### src/rtl/program_loader_if.sv
`default_nettype none
// ----------------------------------------------------------------------------
// program_loader_if : byte-receiver input and ICache/CPU-control outputs
// Rev 1.0
// ----------------------------------------------------------------------------
interface program_loader_if;
  logic        rx_valid;
  logic [7:0]  rx_byte;
  logic        cpu_reset;
  logic [7:0]  write_instruction_index;
  logic [15:0] write_instruction;
  logic        load_done;
  logic        load_error;

  modport master (
    input  rx_valid, rx_byte,
    output cpu_reset, write_instruction_index, write_instruction,
           load_done, load_error
  );

  modport slave (
    output rx_valid, rx_byte,
    input  cpu_reset, write_instruction_index, write_instruction,
           load_done, load_error
  );
endinterface
`default_nettype wire

### src/rtl/program_loader.sv
`default_nettype none
// ----------------------------------------------------------------------------
// program_loader : byte-stream frame loader filling the CPU ICache, holding
// the CPU in reset until the frame checksum verifies.  Rev 1.0
// ----------------------------------------------------------------------------
module program_loader #(
  parameter logic [7:0] HEADER         = 8'hA5,
  parameter int         TIMEOUT_CYCLES = 1_000_000
) (
  input  wire               clk,
  input  wire               reset,
  program_loader_if.master  bus
);

  typedef enum logic [2:0] {
    S_HOLD  = 3'd0,
    S_COUNT = 3'd1,
    S_HI    = 3'd2,
    S_LO    = 3'd3,
    S_CHECK = 3'd4,
    S_RUN   = 3'd5
  } state_t;

  localparam logic [31:0] TIMER_LAST = 32'(TIMEOUT_CYCLES - 1);

  state_t      state_q, state_d;
  logic [7:0]  count_q, count_d;
  logic [7:0]  acc_q, acc_d;
  logic [8:0]  word_q, word_d;
  logic [7:0]  high_q, high_d;
  logic [31:0] timer_q, timer_d;
  logic [7:0]  index_q, index_d;
  logic [15:0] instr_q, instr_d;
  logic        done_q, done_d;
  logic        error_q, error_d;
  logic        cpu_reset_q, cpu_reset_d;

  logic [8:0]  n_words;
  logic [8:0]  word_inc;
  logic        in_frame;

  // A count byte of zero encodes a full 256-word image.
  assign n_words  = (count_q == 8'd0) ? 9'd256 : {1'b0, count_q};
  assign word_inc = word_q + 9'd1;
  assign in_frame = (state_q == S_COUNT) || (state_q == S_HI) ||
                    (state_q == S_LO)    || (state_q == S_CHECK);

  always_comb begin
    state_d  = state_q;
    count_d  = count_q;
    acc_d    = acc_q;
    word_d   = word_q;
    high_d   = high_q;
    timer_d  = timer_q;
    index_d  = index_q;
    instr_d  = instr_q;
    done_d   = 1'b0;
    error_d  = error_q;

    if (bus.rx_valid) begin
      timer_d = 32'd0;
      case (state_q)
        S_HOLD, S_RUN: begin
          if (bus.rx_byte == HEADER) begin
            state_d = S_COUNT;
            error_d = 1'b0;
          end
        end
        S_COUNT: begin
          count_d = bus.rx_byte;
          acc_d   = bus.rx_byte;
          word_d  = 9'd0;
          state_d = S_HI;
        end
        S_HI: begin
          high_d  = bus.rx_byte;
          acc_d   = acc_q ^ bus.rx_byte;
          state_d = S_LO;
        end
        S_LO: begin
          instr_d = {high_q, bus.rx_byte};
          index_d = word_q[7:0];
          acc_d   = acc_q ^ bus.rx_byte;
          word_d  = word_inc;
          state_d = (word_inc == n_words) ? S_CHECK : S_HI;
        end
        S_CHECK: begin
          if (bus.rx_byte == acc_q) begin
            state_d = S_RUN;
            done_d  = 1'b1;
          end else begin
            state_d = S_HOLD;
            error_d = 1'b1;
          end
        end
        default: state_d = S_HOLD;
      endcase
    end else if (in_frame) begin
      // Idle gap inside a frame: abort once the gap reaches the limit.
      if (timer_q >= TIMER_LAST) begin
        state_d = S_HOLD;
        error_d = 1'b1;
        high_d  = 8'd0;
        timer_d = 32'd0;
      end else begin
        timer_d = timer_q + 32'd1;
      end
    end else begin
      timer_d = 32'd0;
    end

    cpu_reset_d = (state_d != S_RUN);
  end

  always_ff @(posedge clk) begin
    if (reset) begin
      state_q     <= S_HOLD;
      count_q     <= 8'd0;
      acc_q       <= 8'd0;
      word_q      <= 9'd0;
      high_q      <= 8'd0;
      timer_q     <= 32'd0;
      index_q     <= 8'd0;
      instr_q     <= 16'd0;
      done_q      <= 1'b0;
      error_q     <= 1'b0;
      cpu_reset_q <= 1'b1;
    end else begin
      state_q     <= state_d;
      count_q     <= count_d;
      acc_q       <= acc_d;
      word_q      <= word_d;
      high_q      <= high_d;
      timer_q     <= timer_d;
      index_q     <= index_d;
      instr_q     <= instr_d;
      done_q      <= done_d;
      error_q     <= error_d;
      cpu_reset_q <= cpu_reset_d;
    end
  end

  assign bus.cpu_reset               = cpu_reset_q;
  assign bus.write_instruction_index = index_q;
  assign bus.write_instruction       = instr_q;
  assign bus.load_done               = done_q;
  assign bus.load_error              = error_q;

endmodule
`default_nettype wire

### src/flat_wrapper.sv
// flat-port wrapper written by rule: the top's interface ports become plain ports
module program_loader_flat 
#(
  parameter logic [7:0] HEADER         = 8'hA5,
  parameter int         TIMEOUT_CYCLES = 1_000_000
)
  (clk, reset, bus_rx_valid, bus_rx_byte, bus_cpu_reset, bus_write_instruction_index, bus_write_instruction, bus_load_done, bus_load_error);
  program_loader_if bus_i ();
  input  wire clk;
  input  wire reset;
  input wire logic [$bits(bus_i.rx_valid)-1:0] bus_rx_valid;
  input wire logic [$bits(bus_i.rx_byte)-1:0] bus_rx_byte;
  output wire logic [$bits(bus_i.cpu_reset)-1:0] bus_cpu_reset;
  output wire logic [$bits(bus_i.write_instruction_index)-1:0] bus_write_instruction_index;
  output wire logic [$bits(bus_i.write_instruction)-1:0] bus_write_instruction;
  output wire logic [$bits(bus_i.load_done)-1:0] bus_load_done;
  output wire logic [$bits(bus_i.load_error)-1:0] bus_load_error;
  assign bus_i.rx_valid = bus_rx_valid;
  assign bus_i.rx_byte = bus_rx_byte;
  assign bus_cpu_reset = bus_i.cpu_reset;
  assign bus_write_instruction_index = bus_i.write_instruction_index;
  assign bus_write_instruction = bus_i.write_instruction;
  assign bus_load_done = bus_i.load_done;
  assign bus_load_error = bus_i.load_error;
  program_loader #(.HEADER(HEADER), .TIMEOUT_CYCLES(TIMEOUT_CYCLES)) u_core (.clk(clk), .reset(reset), .bus(bus_i));
endmodule
### config.mk
export PLATFORM = sky130hd
export DESIGN_NAME = program_loader_flat
export DESIGN_NICKNAME = d
export VERILOG_FILES = /design/src/rtl/program_loader_if.sv /design/src/rtl/program_loader.sv /design/src/flat_wrapper.sv
export SDC_FILE = /design/constraint.sdc
export NUM_CORES = 1
export LEC_CHECK = 0
export ABC_AREA = 0
export CORE_MARGIN = 4
export CORE_UTILIZATION = 45
export CTS_BUF_LIST = sky130_fd_sc_hd__clkbuf_4
export CTS_CLUSTER_DIAMETER = 120
export CTS_CLUSTER_SIZE = 10
export DETAILED_ROUTE_END_ITERATION = 10
export GPL_TIMING_DRIVEN = 0
export PLACE_DENSITY = 0.65
export SLEW_MARGIN = 10
export SYNTH_ARGS = -nofsm -noshare
export SYNTH_HDL_FRONTEND = slang
export SYNTH_SLANG_ARGS = --single-unit
### constraint.sdc
create_clock -name clk -period 4.3 [get_ports clk]
set_input_delay 0.86 -clock clk [delete_from_list [all_inputs] [get_ports clk]]
set_output_delay 0.86 -clock clk [all_outputs]
set_load 0.005 [all_outputs]
# == Word level (Yosys, flattened, before mapping) ==
# Cells that the tools add are included.
# word_totals
out_inout_bits,27
wordCells,71
in_bits,11
regBits,95
# op_classes
bitwise_logic,4
reduce_logical,19
n_eq_ne,13
add_sub_neg,2
n_lt_le_gt_ge,1
mux,21
# ops
operator,count
$add 32x1->32 const B,1
$ge 32x20->1 const B,1
$mux 8,4
$mux 3,6
$pmux 9 s2,1
$pmux 8 s2,1
$pmux 3 s5,1
$add 9x1->9 const B,1
$eq 9x9->1,1
$mux 9,1
$eq 8x8->1,1
$eq 8x8->1 const B,1
$logic_not 8->1,1
$reduce_and 2->1,4
$reduce_bool 2->1,4
$xor 8x8->8,1
$eq 3x2->1 const B,2
$eq 3x3->1 const B,2
$mux 1,6
$ne 3x3->1 const B,2
$reduce_and 5->1,1
$reduce_or 2->1,2
$reduce_or 4->1,1
$eq 3x1->1 const B,1
other kinds (9),13

# == Depth between registers and ports, before layout ==
# depth
depth_word,7
ltp_mapped,8
ltp_nobuf,7

# == Least setup slack after synthesis ==
# OpenSTA, ideal clock, no wires.
# synth_timing
path_type,in2reg
startpoint,input port bus_rx_byte[3]
endpoint,register u_core.cpu_reset_q (netlist: u_core.bus.cpu_reset)
required_time_ps,4164
arrival_ps,2163
setup_time_ps,136
n_path_buf,0
path_stages,6
slack_ps,2001
path_cell_list,xnor2_1 -> nand3_1 -> or4_4 -> and4_4 -> a2111oi_4 -> nand4_1
# synth_between
elab_chain_len,5
word_cells_on_any_way,7
cone_classes,eq/ne (3); mux (4)
# synth_rtl
element,line,source
start: declaration,flat_wrapper.sv:12,input wire logic [$bits(bus_i.rx_byte)-1:0] bus_rx_byte;
"$eq 8x8->1, on equally long branches","program_loader.sv:88, program_loader.sv:64",
"$mux 3, on equally long branches","program_loader.sv:88, program_loader.sv:64",
$pmux 3 s5 *,program_loader.sv:62,case (state_q)
$mux 3 *,program_loader.sv:60,if (bus.rx_valid) begin
$ne 3x3->1 *,program_loader.sv:112,cpu_reset_d = (state_d != S_RUN);
end signal: assignment,program_loader.sv:139,cpu_reset_q <= cpu_reset_d;
end: declaration,program_loader.sv:36,"logic cpu_reset_q, cpu_reset_d;"
# Every way passes the cells marked *; elsewhere a longest branch is shown, timed or not.
# A chain may end at the register's enable or synchronous reset.

# == Final worst setup path ==
# layout_timing
startpoint,input port bus_rx_byte[6]
endpoint,register u_core.cpu_reset_q (netlist: u_core.bus.cpu_reset)
# The elaborated chain is that of the path after synthesis.

==> impl_results.md <==
* Status: finished clean
* Worst path slowest cell: clkdlybuf4s50_1
* Setup Slack @ Placement at 1160 ps
* Synth top area cells: dfxtp_1 (47%), nand2_1 (9.9%), a21oi_1 (6.7%)
* CP required at approximately 4600 ps
* Overall routed net length at a little over 9000 um
* Post-route worst setup slack at around 1600 ps
* Synth Cell Area at slightly above 4000 um^2
* Fin crit share at 0.621
* EDFF count, synth at 0
* Die area at between 10,000 and 15,000 um^2
* CTS sink count at 95
* CP Buf/Inv Count at 1
* LEAKAGE at 1.60 nW
* PortBufs at 36
* Die Wd at about 100 um
* Max Buffers Root-to-Sink at 2
* GRT Util Overall at 0.190
* Vias in the first global route at ~3,400
* # nets final at 563
* P per Cell Area at 331 nW/um^2
* Largest delay share family, worst path: simple AND/OR/NAND/NOR gates
* Final HPWL DP at 6670 um
* Rel. slew slack at 0.600
* Die Span Y at 103 um
* CTS root buf: clkbuf_4
* Crit path launch type: input port
* Syn. warnings at 0
* FMAX at 375 MHz
* Distinct cell type count after synthesis at 50
* Crit-path max cell delay at 670 ps
* First-pass GRT wire length at 16,100 um
* Worst Hold Class: flop to flop
* Post-CTS Resized at 0
* Iteration-0 DRC Markers at about 160
* Shortest period the worst path allows at ~2700 ps
* Actual slew at the worst max-slew pin at 601 ps
* Core footprint at 8760 um^2
* Number of buffers created by CTS at 9
* Endpoints failing setup at 0
* CTS tree: built
* P&R area growth vs syn at 17.8%
* GRT overflow at 0
* Initial DRT Pass Iterations at 4
* Most common cell after layout, fill and taps aside: nand2_1
* Hold Buf Count CTS at 0
* Post-synthesis sequential area ratio at 0.468
* Worst path most repeated cell: nand4_1
* Vias per inst at between 5 and 6
* Crit path cell chain: clkdlybuf4s50_1, xnor2_1, nand4_1, or4_4, and4_4, a2111oi_4, nand4_1
* Total negative setup slack at 0 ps
* RSZ-0062 raised after global routing: false
* Critical setup path kind: input port to flop
* Syn Area/Cell at 8.25 um^2
* DR WL/cell at 14.0 um
* Core Util, Final at 0.546
* Rows at 34
* Hold Fails Final Rpt at 0
* DRC at 0
* N_diodes at 0
* Post-synth top area share at 0.468
* Share of cells above drive strength 1 at 0.0595
* Synth Instances at 492
* Routed via count at 3,467
* Critical path endpoint category: flop
* Starting Density at 0.463
* Clock-pin slew on the worst setup and hold paths at 140 ps
* Antenna-violating nets left at 0
* Clock Skew at 24.9 ps
* CTS H-tree depth at 3
* IO Count at 38
* Maxcap violations at 0
* GPL Wtd Cong at 0.829
* Largest net degree at the start of global routing at 17
* Most frequent cells in the layout: nand2_1 (107), dfxtp_1 (95), a21oi_1 (54), nor2_1 (48), clkdlybuf4s50_1 (36)
* IR drop worst, VDD at between 0.0002 and 0.00025 V
* Post-CTS setup buffers at 0
* Seq cells post-synth at 95
* Slew Viols, Final at 0
* Initial antenna violation count at 0
* Clk_lat worst skew at 440 ps
* Fillers at around 850
* Worst-path fanout max at 6
* Ys flop type: dfxtp_1
* Asr flop ratio synth at 0
* CP Data Arrival Time at 2970 ps
* Fin area at approximately 4800 um^2
* Area leader, netlist: dfxtp_1
* Area after DPL at 4600 um^2
## logic make-up (layout without fill, tap and decap cells)
group	after synthesis	after routing	synth area share
xor gates and xnor gates	46	46	0.0992
buffers and inverters	28	80	0.0296
DFF	95	95	0.468
other	1	12	0.000924
adders and majority gates	2	2	0.00616
and+or+nand+nor	243	243	0.279
AOI/OAI and AO/OA	77	77	0.116
## worst register-to-register path, cell delays in order (launching register included)
cell	delay (ps)
dfxtp_1	490
ha_1	310
nand3_2	200
or3_1	360
a21oi_1	230
nor3_1	100
o41ai_1	430
nand4_1	160
## routing by layer
metal  GRT usage  vias up  routed length [um]
li1            -     1789                   -
met1       0.249     1609                4360
met2       0.315       60                4480
met3      0.0345        9                 303
met4      0.0657        0                 109
met5           0        -                   0
## where the power goes
group	switching [mW]	internal (mW)	total (mW)
combinational	0.0542	0.0341	0.0883
sequential	0.00644	0.892	0.899
clock	0.299	0.296	0.596
## cells in the mapped netlist (all sizes together) (2+ instances only)
library cell / instances
o2111ai: 2
or4: 5
dfxtp: 95
a21oi: 54
nand3b: 2
nand3: 30
clkbuf: 16
and3: 6
nor4: 6
nor2: 49
xnor2: 29
ha: 2
inv: 4
nor3: 14
nand2b: 2
and4: 3
o211ai: 2
o21ai: 6
or3: 3
xor2: 17
nor4bb: 2
nand4: 8
buf: 7
nand2: 108
## per-stage QoR
| step | hold slack, ps | power, mW | instances |
|---|---|---|---|
| 6_report | 462 | 1.58 | 663 |
| 4_1_cts | 467 | 1.60 | 663 |
| 5_1_grt | 483 | 1.65 | 663 |
| 3_5_place_dp | 448 | 1.01 | 647 |
| 3_3_place_gp | 445 | 1.00 | 647 |
| 2_1_floorplan | 432 | 0.973 | 503 |
## worst paths after layout
kind | from | to | slack, ps | cells past startpoint
min | u_core.high_q[0]$_SDFFE_PP0P_ | u_core.bus.write_instruction[8]$_SDFFE_PP0P_ | 460 | 2
min reg2reg | u_core.high_q[0]$_SDFFE_PP0P_ | u_core.bus.write_instruction[8]$_SDFFE_PP0P_ | 460 | 2
max | bus_rx_byte[6] | u_core.bus.cpu_reset$_SDFF_PP1_ | 1630 | 7
max reg2reg | u_core.word_q[0]$_SDFFE_PP0P_ | u_core.bus.cpu_reset$_SDFF_PP1_ | 1900 | 7
## flip-flops by register name, indices dropped and copies added (netlist names)
| register | count |
|---|---|
| u_core.count_q | 8 |
| u_core.bus.load_done | 1 |
| u_core.bus.write_instruction_index | 8 |
| u_core.bus.write_instruction | 16 |
| u_core.timer_q | 32 |
| u_core.bus.cpu_reset | 1 |
| u_core.high_q | 8 |
| u_core.bus.load_error | 1 |
| u_core.word_q | 9 |
| u_core.acc_q | 8 |
| u_core.state_q | 3 |
## layout make-up
| class | instances | area [um^2] | share of cell area |
|---|---|---|---|
| Multi-Input combinational cell | 380 | 2080 | 0.435 |
| Sequential cell | 95 | 1900 | 0.397 |
| Timing Repair Buffer | 36 | 360 | 0.0753 |
| Tap cell | 108 | 135 | 0.0282 |
| Clock inverter | 7 | 120 | 0.0251 |
| Buffer | 23 | 101 | 0.0212 |
| Clock buffer | 9 | 67.6 | 0.0141 |
| Inverter | 5 | 18.8 | 0.00392 |
Power figures use the tool's default switching activity.
